## config.mk

```make
export PLATFORM = sky130hd
export DESIGN_NAME = reset_sequencer_flat
export DESIGN_NICKNAME = d
export VERILOG_FILES = /design/src/rtl/reset_sequencer_if.sv /design/src/rtl/reset_sequencer.sv /design/src/flat_wrapper.sv
export SDC_FILE = /design/constraint.sdc
export NUM_CORES = 1
export LEC_CHECK = 0
export ABC_CLOCK_PERIOD_IN_PS = 3900
export BUFFER_PORTS_ARGS = -buffer_cell sky130_fd_sc_hd__buf_4
export CAP_MARGIN = 20
export CORE_ASPECT_RATIO = 1.5
export CORE_UTILIZATION = 50
export DETAILED_ROUTE_END_ITERATION = 12
export HOLD_SLACK_MARGIN = 0.1
export PLACE_DENSITY_LB_ADDON = 0.1
export SETUP_SLACK_MARGIN = 0.2
export SLEW_MARGIN = 20
export SYNTH_ARGS = -nofsm -noshare
export SYNTH_HDL_FRONTEND = slang
export SYNTH_SLANG_ARGS = --single-unit
```

## constraint.sdc

```tcl
create_clock -name i_clk -period 3.9 [get_ports i_clk]
set_input_delay 0.78 -clock i_clk [delete_from_list [all_inputs] [get_ports i_clk]]
set_output_delay 0.78 -clock i_clk [all_outputs]
set_load 0.1 [all_outputs]
```

## src/rtl/reset_sequencer_if.sv

```systemverilog
// Lock input and staged reset outputs of the post-PLL reset sequencer.
// The slave modport is the sequencer and the master modport is its environment.
interface reset_sequencer_if #(
   parameter int NUM_CH = 4,
   parameter int CNT_W  = 8
);

   logic              i_locked;
   logic [NUM_CH-1:0] o_rst;
   logic              o_ready;
   logic [CNT_W-1:0]  o_loss_cnt;
   logic [1:0]        o_state;

   modport master (
      output i_locked,
      input  o_rst,
      input  o_ready,
      input  o_loss_cnt,
      input  o_state
   );

   modport slave (
      input  i_locked,
      output o_rst,
      output o_ready,
      output o_loss_cnt,
      output o_state
   );

endinterface

```

## src/rtl/reset_sequencer.sv

```systemverilog
// Post-PLL reset sequencer: synchronises and filters the lock flag, holds reset,
// then releases NUM_CH resets in staggered order. Every loss of lock is counted.
module reset_sequencer #(
   parameter int NUM_CH      = 4,
   parameter int SYNC_STAGES = 2,
   parameter int FILTER_LEN  = 8,
   parameter int HOLD_CYCLES = 1024,
   parameter int STAGE_GAP   = 16,
   parameter int CNT_W       = 8
) (
   input logic               i_clk,
   input logic               i_rst_n,
   reset_sequencer_if.slave  bus
);

   typedef enum logic [1:0] {
      ST_WAIT    = 2'd0,
      ST_HOLD    = 2'd1,
      ST_RELEASE = 2'd2,
      ST_RUN     = 2'd3
   } state_t;

   localparam int FILT_W = $clog2(FILTER_LEN + 1);
   localparam int HOLD_W = $clog2(HOLD_CYCLES + 1);
   localparam int GAP_W  = $clog2(STAGE_GAP + 1);
   localparam int CH_W   = $clog2(NUM_CH + 1);

   localparam logic [FILT_W-1:0] FILT_LAST = FILT_W'(FILTER_LEN - 1);
   localparam logic [HOLD_W-1:0] HOLD_LAST = HOLD_W'(HOLD_CYCLES);
   localparam logic [GAP_W-1:0]  GAP_LAST  = GAP_W'(STAGE_GAP - 1);
   localparam logic [CH_W-1:0]   CH_END    = CH_W'(NUM_CH);

   logic [SYNC_STAGES-1:0] sync_q, sync_d;
   state_t                 state_q, state_d;
   logic [FILT_W-1:0]      filt_q, filt_d;
   logic [HOLD_W-1:0]      hold_q, hold_d;
   logic [GAP_W-1:0]       gap_q, gap_d;
   logic [CH_W-1:0]        ch_q, ch_d;
   logic [NUM_CH-1:0]      rst_q, rst_d;
   logic                   ready_q, ready_d;
   logic [CNT_W-1:0]       loss_q, loss_d;
   logic                   lk_s;

   assign lk_s = sync_q[SYNC_STAGES-1];

   always_ff @(posedge i_clk or negedge i_rst_n) begin
      if (!i_rst_n) begin
         sync_q  <= '0;
         state_q <= ST_WAIT;
         filt_q  <= '0;
         hold_q  <= '0;
         gap_q   <= '0;
         ch_q    <= '0;
         rst_q   <= '1;
         ready_q <= 1'b0;
         loss_q  <= '0;
      end else begin
         sync_q  <= sync_d;
         state_q <= state_d;
         filt_q  <= filt_d;
         hold_q  <= hold_d;
         gap_q   <= gap_d;
         ch_q    <= ch_d;
         rst_q   <= rst_d;
         ready_q <= ready_d;
         loss_q  <= loss_d;
      end
   end

   // ch_q is the next channel to release; gap_q spaces the releases STAGE_GAP edges apart.
   always_comb begin
      sync_d  = {sync_q[SYNC_STAGES-2:0], bus.i_locked};
      state_d = state_q;
      filt_d  = filt_q;
      hold_d  = hold_q;
      gap_d   = gap_q;
      ch_d    = ch_q;
      rst_d   = rst_q;
      ready_d = ready_q;
      loss_d  = loss_q;

      case (state_q)
         ST_WAIT: begin
            rst_d   = '1;
            ready_d = 1'b0;
            if (!lk_s) begin
               filt_d = '0;
            end else if (filt_q == FILT_LAST) begin
               filt_d  = '0;
               hold_d  = '0;
               state_d = ST_HOLD;
            end else begin
               filt_d = filt_q + 1'b1;
            end
         end
         ST_HOLD: begin
            if (hold_q == HOLD_LAST) begin
               hold_d   = '0;
               gap_d    = '0;
               ch_d     = CH_W'(1);
               rst_d[0] = 1'b0;
               state_d  = ST_RELEASE;
            end else begin
               hold_d = hold_q + 1'b1;
            end
         end
         ST_RELEASE: begin
            if (ch_q == CH_END) begin
               ready_d = 1'b1;
               state_d = ST_RUN;
            end else if (gap_q == GAP_LAST) begin
               for (int k = 0; k < NUM_CH; k++) begin
                  if (CH_W'(k) == ch_q) begin
                     rst_d[k] = 1'b0;
                  end
               end
               ch_d  = ch_q + 1'b1;
               gap_d = '0;
            end else begin
               gap_d = gap_q + 1'b1;
            end
         end
         ST_RUN: begin
            ready_d = 1'b1;
         end
         default: begin
            state_d = ST_WAIT;
         end
      endcase

      // Losing lock after it was accepted overrides everything and restarts the sequence.
      if (state_q != ST_WAIT && !lk_s) begin
         state_d = ST_WAIT;
         rst_d   = '1;
         ready_d = 1'b0;
         filt_d  = '0;
         hold_d  = '0;
         gap_d   = '0;
         ch_d    = '0;
         if (loss_q != '1) begin
            loss_d = loss_q + 1'b1;
         end
      end
   end

   assign bus.o_rst      = rst_q;
   assign bus.o_ready    = ready_q;
   assign bus.o_loss_cnt = loss_q;
   assign bus.o_state    = state_q;

endmodule

```

## src/flat_wrapper.sv

```systemverilog
// flat-port wrapper written by rule: the top's interface ports become plain ports
module reset_sequencer_flat 
#(
   parameter int NUM_CH      = 4,
   parameter int SYNC_STAGES = 2,
   parameter int FILTER_LEN  = 8,
   parameter int HOLD_CYCLES = 1024,
   parameter int STAGE_GAP   = 16,
   parameter int CNT_W       = 8
)
  (i_clk, i_rst_n, bus_i_locked, bus_o_rst, bus_o_ready, bus_o_loss_cnt, bus_o_state);
  reset_sequencer_if #(.NUM_CH(NUM_CH), .CNT_W(CNT_W)) bus_i ();
  input logic i_clk;
  input logic i_rst_n;
  input wire logic [$bits(bus_i.i_locked)-1:0] bus_i_locked;
  output wire logic [$bits(bus_i.o_rst)-1:0] bus_o_rst;
  output wire logic [$bits(bus_i.o_ready)-1:0] bus_o_ready;
  output wire logic [$bits(bus_i.o_loss_cnt)-1:0] bus_o_loss_cnt;
  output wire logic [$bits(bus_i.o_state)-1:0] bus_o_state;
  assign bus_i.i_locked = bus_i_locked;
  assign bus_o_rst = bus_i.o_rst;
  assign bus_o_ready = bus_i.o_ready;
  assign bus_o_loss_cnt = bus_i.o_loss_cnt;
  assign bus_o_state = bus_i.o_state;
  reset_sequencer #(.NUM_CH(NUM_CH), .SYNC_STAGES(SYNC_STAGES), .FILTER_LEN(FILTER_LEN), .HOLD_CYCLES(HOLD_CYCLES), .STAGE_GAP(STAGE_GAP), .CNT_W(CNT_W)) u_core (.i_clk(i_clk), .i_rst_n(i_rst_n), .bus(bus_i));
endmodule
```

# Word level (Yosys, flattened, before mapping)
# Index checks and enable logic that the tools add are counted.
[totals]
ff_bits = 40
input_bits = 3
out_inout_bits = 15
[classes]
add_sub_neg = 5
eq_ne = 21
mux = 38
n_reduce_logical = 21
[ops]
columns = ["cell", "n"]
rows = [
  ["$mux 11", 4],
  ["$mux 4", 7],
  ["$ne 3x1->1 const B", 9],
  ["$pmux 11 s2", 1],
  ["$mux 5", 4],
  ["$reduce_and 4->1", 4],
  ["$mux 3", 4],
  ["$pmux 3 s2", 2],
  ["$add 11x1->11 const B", 1],
  ["$eq 11x11->1 const B", 1],
  ["$mux 2", 5],
  ["$pmux 5 s2", 1],
  ["$reduce_and 5->1", 2],
  ["$reduce_bool 3->1", 3],
  ["$add 8x1->8 const B", 1],
  ["$ne 8x8->1 const B", 1],
  ["$reduce_bool 4->1", 2],
  ["$mux 1", 7],
  ["$eq 2x3->1 const A", 2],
  ["$pmux 1 s3", 2],
  ["$pmux 2 s3", 1],
  ["$reduce_and 3->1", 2],
  ["$add 5x1->5 const B", 1],
  ["$eq 5x4->1 const B", 1],
  ["14 further kinds", 17],
]

# Longest topological paths before layout
[logic_depth]
word_depth = 6
mapped_depth = 8
depth_no_buf = 6

# Least setup slack after synthesis
# OpenSTA, ideal clock, no wires.
[synth_timing]
path_type = "reg-to-reg"
from = "reg u_core.state_q[0] (netlist: u_core.bus.o_state[0])"
to = "reg u_core.gap_q[0]"
setup_time_ps = 125
arrival_ps = 2564
required_time_ps = 3775
setup_slack_ps = 1211
stages_incl_launch_ff = 9
period_less_slack_ps = 2689
path_cell_list = "dfrtp_1 -> inv_1 -> ha_1 -> buf_2 -> nor2_1 -> a21oi_1 -> or2_1 -> buf_6 -> mux2_4"
[synth_via]
elab_chain_len = 4
[synth_lines]
columns = ["element", "line", "source"]
rows = [
  ["start: declaration", "reset_sequencer.sv:34", "state_t state_q, state_d;"],
  ["start signal: assignment", "reset_sequencer.sv:59", "state_q <= state_d;"],
  ["$reduce_bool 2->1", "reset_sequencer.sv:132", "if (state_q != ST_WAIT && !lk_s) begin"],
  ["$logic_and 1x1->1", "reset_sequencer.sv:132", ""],
  ["$ne 3x3->1 (no line) (tied with other cells)", "--", ""],
  ["$reduce_and 3->1 (no line)", "--", ""],
  ["end signal: assignment", "reset_sequencer.sv:62", "gap_q <= gap_d;"],
  ["end: declaration", "reset_sequencer.sv:37", "logic [GAP_W-1:0] gap_q, gap_d;"],
]
# Several ways; a longest one is shown, not always the timed one.
# A chain may end at the register's enable or synchronous reset.

# Final worst setup path
[layout_timing]
from = "reg u_core.state_q[1] (netlist: u_core.bus.o_state[1])"
to = "reg u_core.gap_q[0]"
# Same word-level chain as after synthesis.

==> metrics <==
routed len/inst=15.27 um; fin util=0.5909; vias per std cell=5.983; final setup TNS=0 ns; fin crit period=2.511 ns; Tot GR Track Use=0.2043; GPL Wtd Cong=0.8329; status=complete, but fails checks; DIE WIDTH=56.79 um; register area share after synthesis=0.4469; Peak supply drop=0.5039 mV; switching power=978.0 uW; vias in the first global route=1,660; CTS tree=built; Switching Share=0.4881; Synth area leaders=dfrtp_1 (40%), ha_1 (7.8%), dfstp_2 (4.7%), nand3_1 (2.7%), nand2_1 (2.7%); largest stage delay on the critical path=0.52 ns; Synth Area in Adders=0.07782; grt ovf=0; # hold bufs at CTS=0; n_diodes=0; H-tree Lvls=2; setup violators final=0; first-pass GRT wire length=7.659 mm; CTS max path bufs=2; area share of the largest cell type after synthesis=0.4002; Startpoint Class=register; Synthesized Nets=242; post-synthesis simple-gate area fraction=0.2029; Syn-to-layout area delta=12.40%; critical path endpoint category=register; Yosys warning count=0; synth cell count leaders=dfrtp_1 (36), nand2_1 (16), ha_1 (14); # port buffers=17; Clock power frac=0.186; Mapped Area=2251 um^2; post-synth cell types=52; setup repair bufs after CTS=0; Slew headroom=0.4404; PwrDens=792.1 nW/um^2; Die Span Y=84.18 um; R2R Setup Slk=1.39 ns; Worst-Skew Late Latency=0.30 ns; share of layout cells above drive strength 1=0.1646; Mean Syn Cell Area=10.00 um^2; post-synthesis mux area share=0.03057; combinational power share=0.518; TritonCTS Sinks=40; final hold vios=0; Tcrit/Tclk final=0.6438; Initial Util=0.5257; Post-route DRC=2; # IOs=18; fraction of registers with async set/reset=1.000; CTS Root Cell=clkbuf_8; vias post-DR=1,729; Worst-Margin Slew=0.8394 ns; core box area=4282 um^2; die footprint=4780 um^2; worst setup path class=register to register; # rows=29; cell with the most instances after synthesis=dfrtp_1; Clock Pin Slew Worst Setup and Hold Paths=0.08 ns; antenna violations before repair=0; HP Class=register to register; CP required=4.09 ns; Max Cap Violations=0; nets=259; max frequency=398.3 MHz; largest net degree at the start of global routing=41; Primary FF master, synth=dfrtp_1; sequential power share=0.296; clk_skew=0.007659 ns; PostCTS Resize Cnt=0; Post-Syn Instances=225; CTS Buf Count=5; EDFF count, synth=0; Slew Viols, Final=0; critical-path maximum fanout=17; Detailed Place HPWL=3.127 mm; CP Cell Sequence=inv_1, ha_1, nor2_1, a21oi_1, or2_1, mux2_4; 1st-pass router iterations=8; Overall Power=2.004 mW; Synth area leader=dfrtp_1; Internal=1.026 mW; Antenna Nets Post-Route=0; compound-cell area share of the yosys netlist=0.1862; DRT Wirelength=4.412 mm; violated checks=design-rule violations; crit path DAT=2.70 ns; Crit-path slowest cell=ha_1; Seq cells post-synth=40; largest family of logic cells by synthesized area=simple AND/OR/NAND/NOR gates; Leak=1.106 nW; number of DRC markers in iteration 0=76; RSZ-0062 raised after global routing=no; XOR/XNOR Fraction of Synth Area=0.01946
power by group through the flow:
| stage | sequential [mW] | clock [mW] | combinational (mW) |
|---|---|---|---|
| 2_1_floorplan | 0.935 | 0 | 0.511 |
| 3_3_place_gp | 0.600 | 0 | 1.03 |
| 3_5_place_dp | 0.601 | 0 | 1.04 |
| 4_1_cts | 0.594 | 0.380 | 1.04 |
| 5_1_grt | 0.609 | 0.395 | 1.12 |
| 6_report | 0.593 | 0.373 | 1.04 |
cell families after synthesis:
logic type | Yosys count
AO/OA/AOI/OAI | 61
XOR/XNOR | 5
adder cells (fa/ha/maj) | 14
buffers and inverters | 19
flip-flops | 40
multiplexers | 6
AND/OR/NAND/NOR | 80
worst paths after layout:
kind / startpoint / endpoint / cells past startpoint
min in group asynchronous: i_rst_n / u_core.sync_q[1]$_DFF_PN0_ / 1
min reg2reg: u_core.sync_q[0]$_DFF_PN0_ / u_core.sync_q[1]$_DFF_PN0_ / 0
max reg2reg: u_core.bus.o_state[1]$_DFFE_PN0P_ / u_core.gap_q[0]$_DFFE_PN0P_ / 6
max: u_core.bus.o_state[1]$_DFFE_PN0P_ / u_core.gap_q[0]$_DFFE_PN0P_ / 6
max in group asynchronous: i_rst_n / u_core.bus.o_rst[0]$_DFFE_PN1P_ / 1
min: u_core.sync_q[0]$_DFF_PN0_ / u_core.sync_q[1]$_DFF_PN0_ / 0
layer usage:
| metal | GRT usage | share of wire |
|---|---|---|
| met3 | 0.03698 | 0.031 |
| met5 | 0 | 0 |
| met2 | 0.3452 | 0.49 |
| met1 | 0.2538 | 0.45 |
| met4 | 0.08869 | 0.022 |
cell usage in the layout (no fill, tap or decap), types with 6 or more instances in the layout:
master    synthesis  final
a21oi_1          10     10
nand2_1          16     16
nor2b_1           6      6
buf_4             0     18
clkbuf_8          0      7
dfrtp_1          36     36
nor3_1            7      7
ha_1             14     14
nand3_1          12     12
o21ai_1          10     10
nor2_1            9      9
inv_1            11     11
critical path, delay by kind of cell (launching register included):
kind / cells / cell delay (ns)
DFF: 1 / 0.46
muxes: 1 / 0.33
adders and majority gates: 1 / 0.52
buffers and inverters: 1 / 0.11
and+or+nand+nor: 2 / 0.63
AOI/OAI and AO/OA: 1 / 0.36
per-stage QoR:
stage	instance area (um^2)	instances	setup slack (ns)	hold WS, ns
final	2530	289	1.389	0.3512
after global routing	2530	289	1.196	0.3654
after CTS	2530	289	1.411	0.3540
after detailed placement	2404	281	1.416	0.3356
after global placement	2404	281	1.506	0.3368
after floorplan	2251	225	1.211	0.3312
registers in the layout, summed over array words and instances (netlist names):
| register | flops |
|---|---|
| u_core.bus.o_rst | 4 |
| u_core.sync_q | 2 |
| u_core.bus.o_loss_cnt | 8 |
| u_core.bus.o_ready | 1 |
| u_core.gap_q | 5 |
| u_core.bus.o_state | 2 |
| u_core.hold_q | 11 |
| u_core.ch_q | 3 |
| u_core.filt_q | 4 |
final cells by class:
cell class,instances,area (um^2)
Fill cell,366,1752
Clock buffer,7,96.34
Clock inverter,1,30.03
Sequential cell,40,1006
Multi-Input combinational cell,166,1164
Inverter,11,41.29
Tap cell,46,57.56
Timing Repair Buffer,18,135.1
No activity file was read; power rests on OpenSTA's default activity.
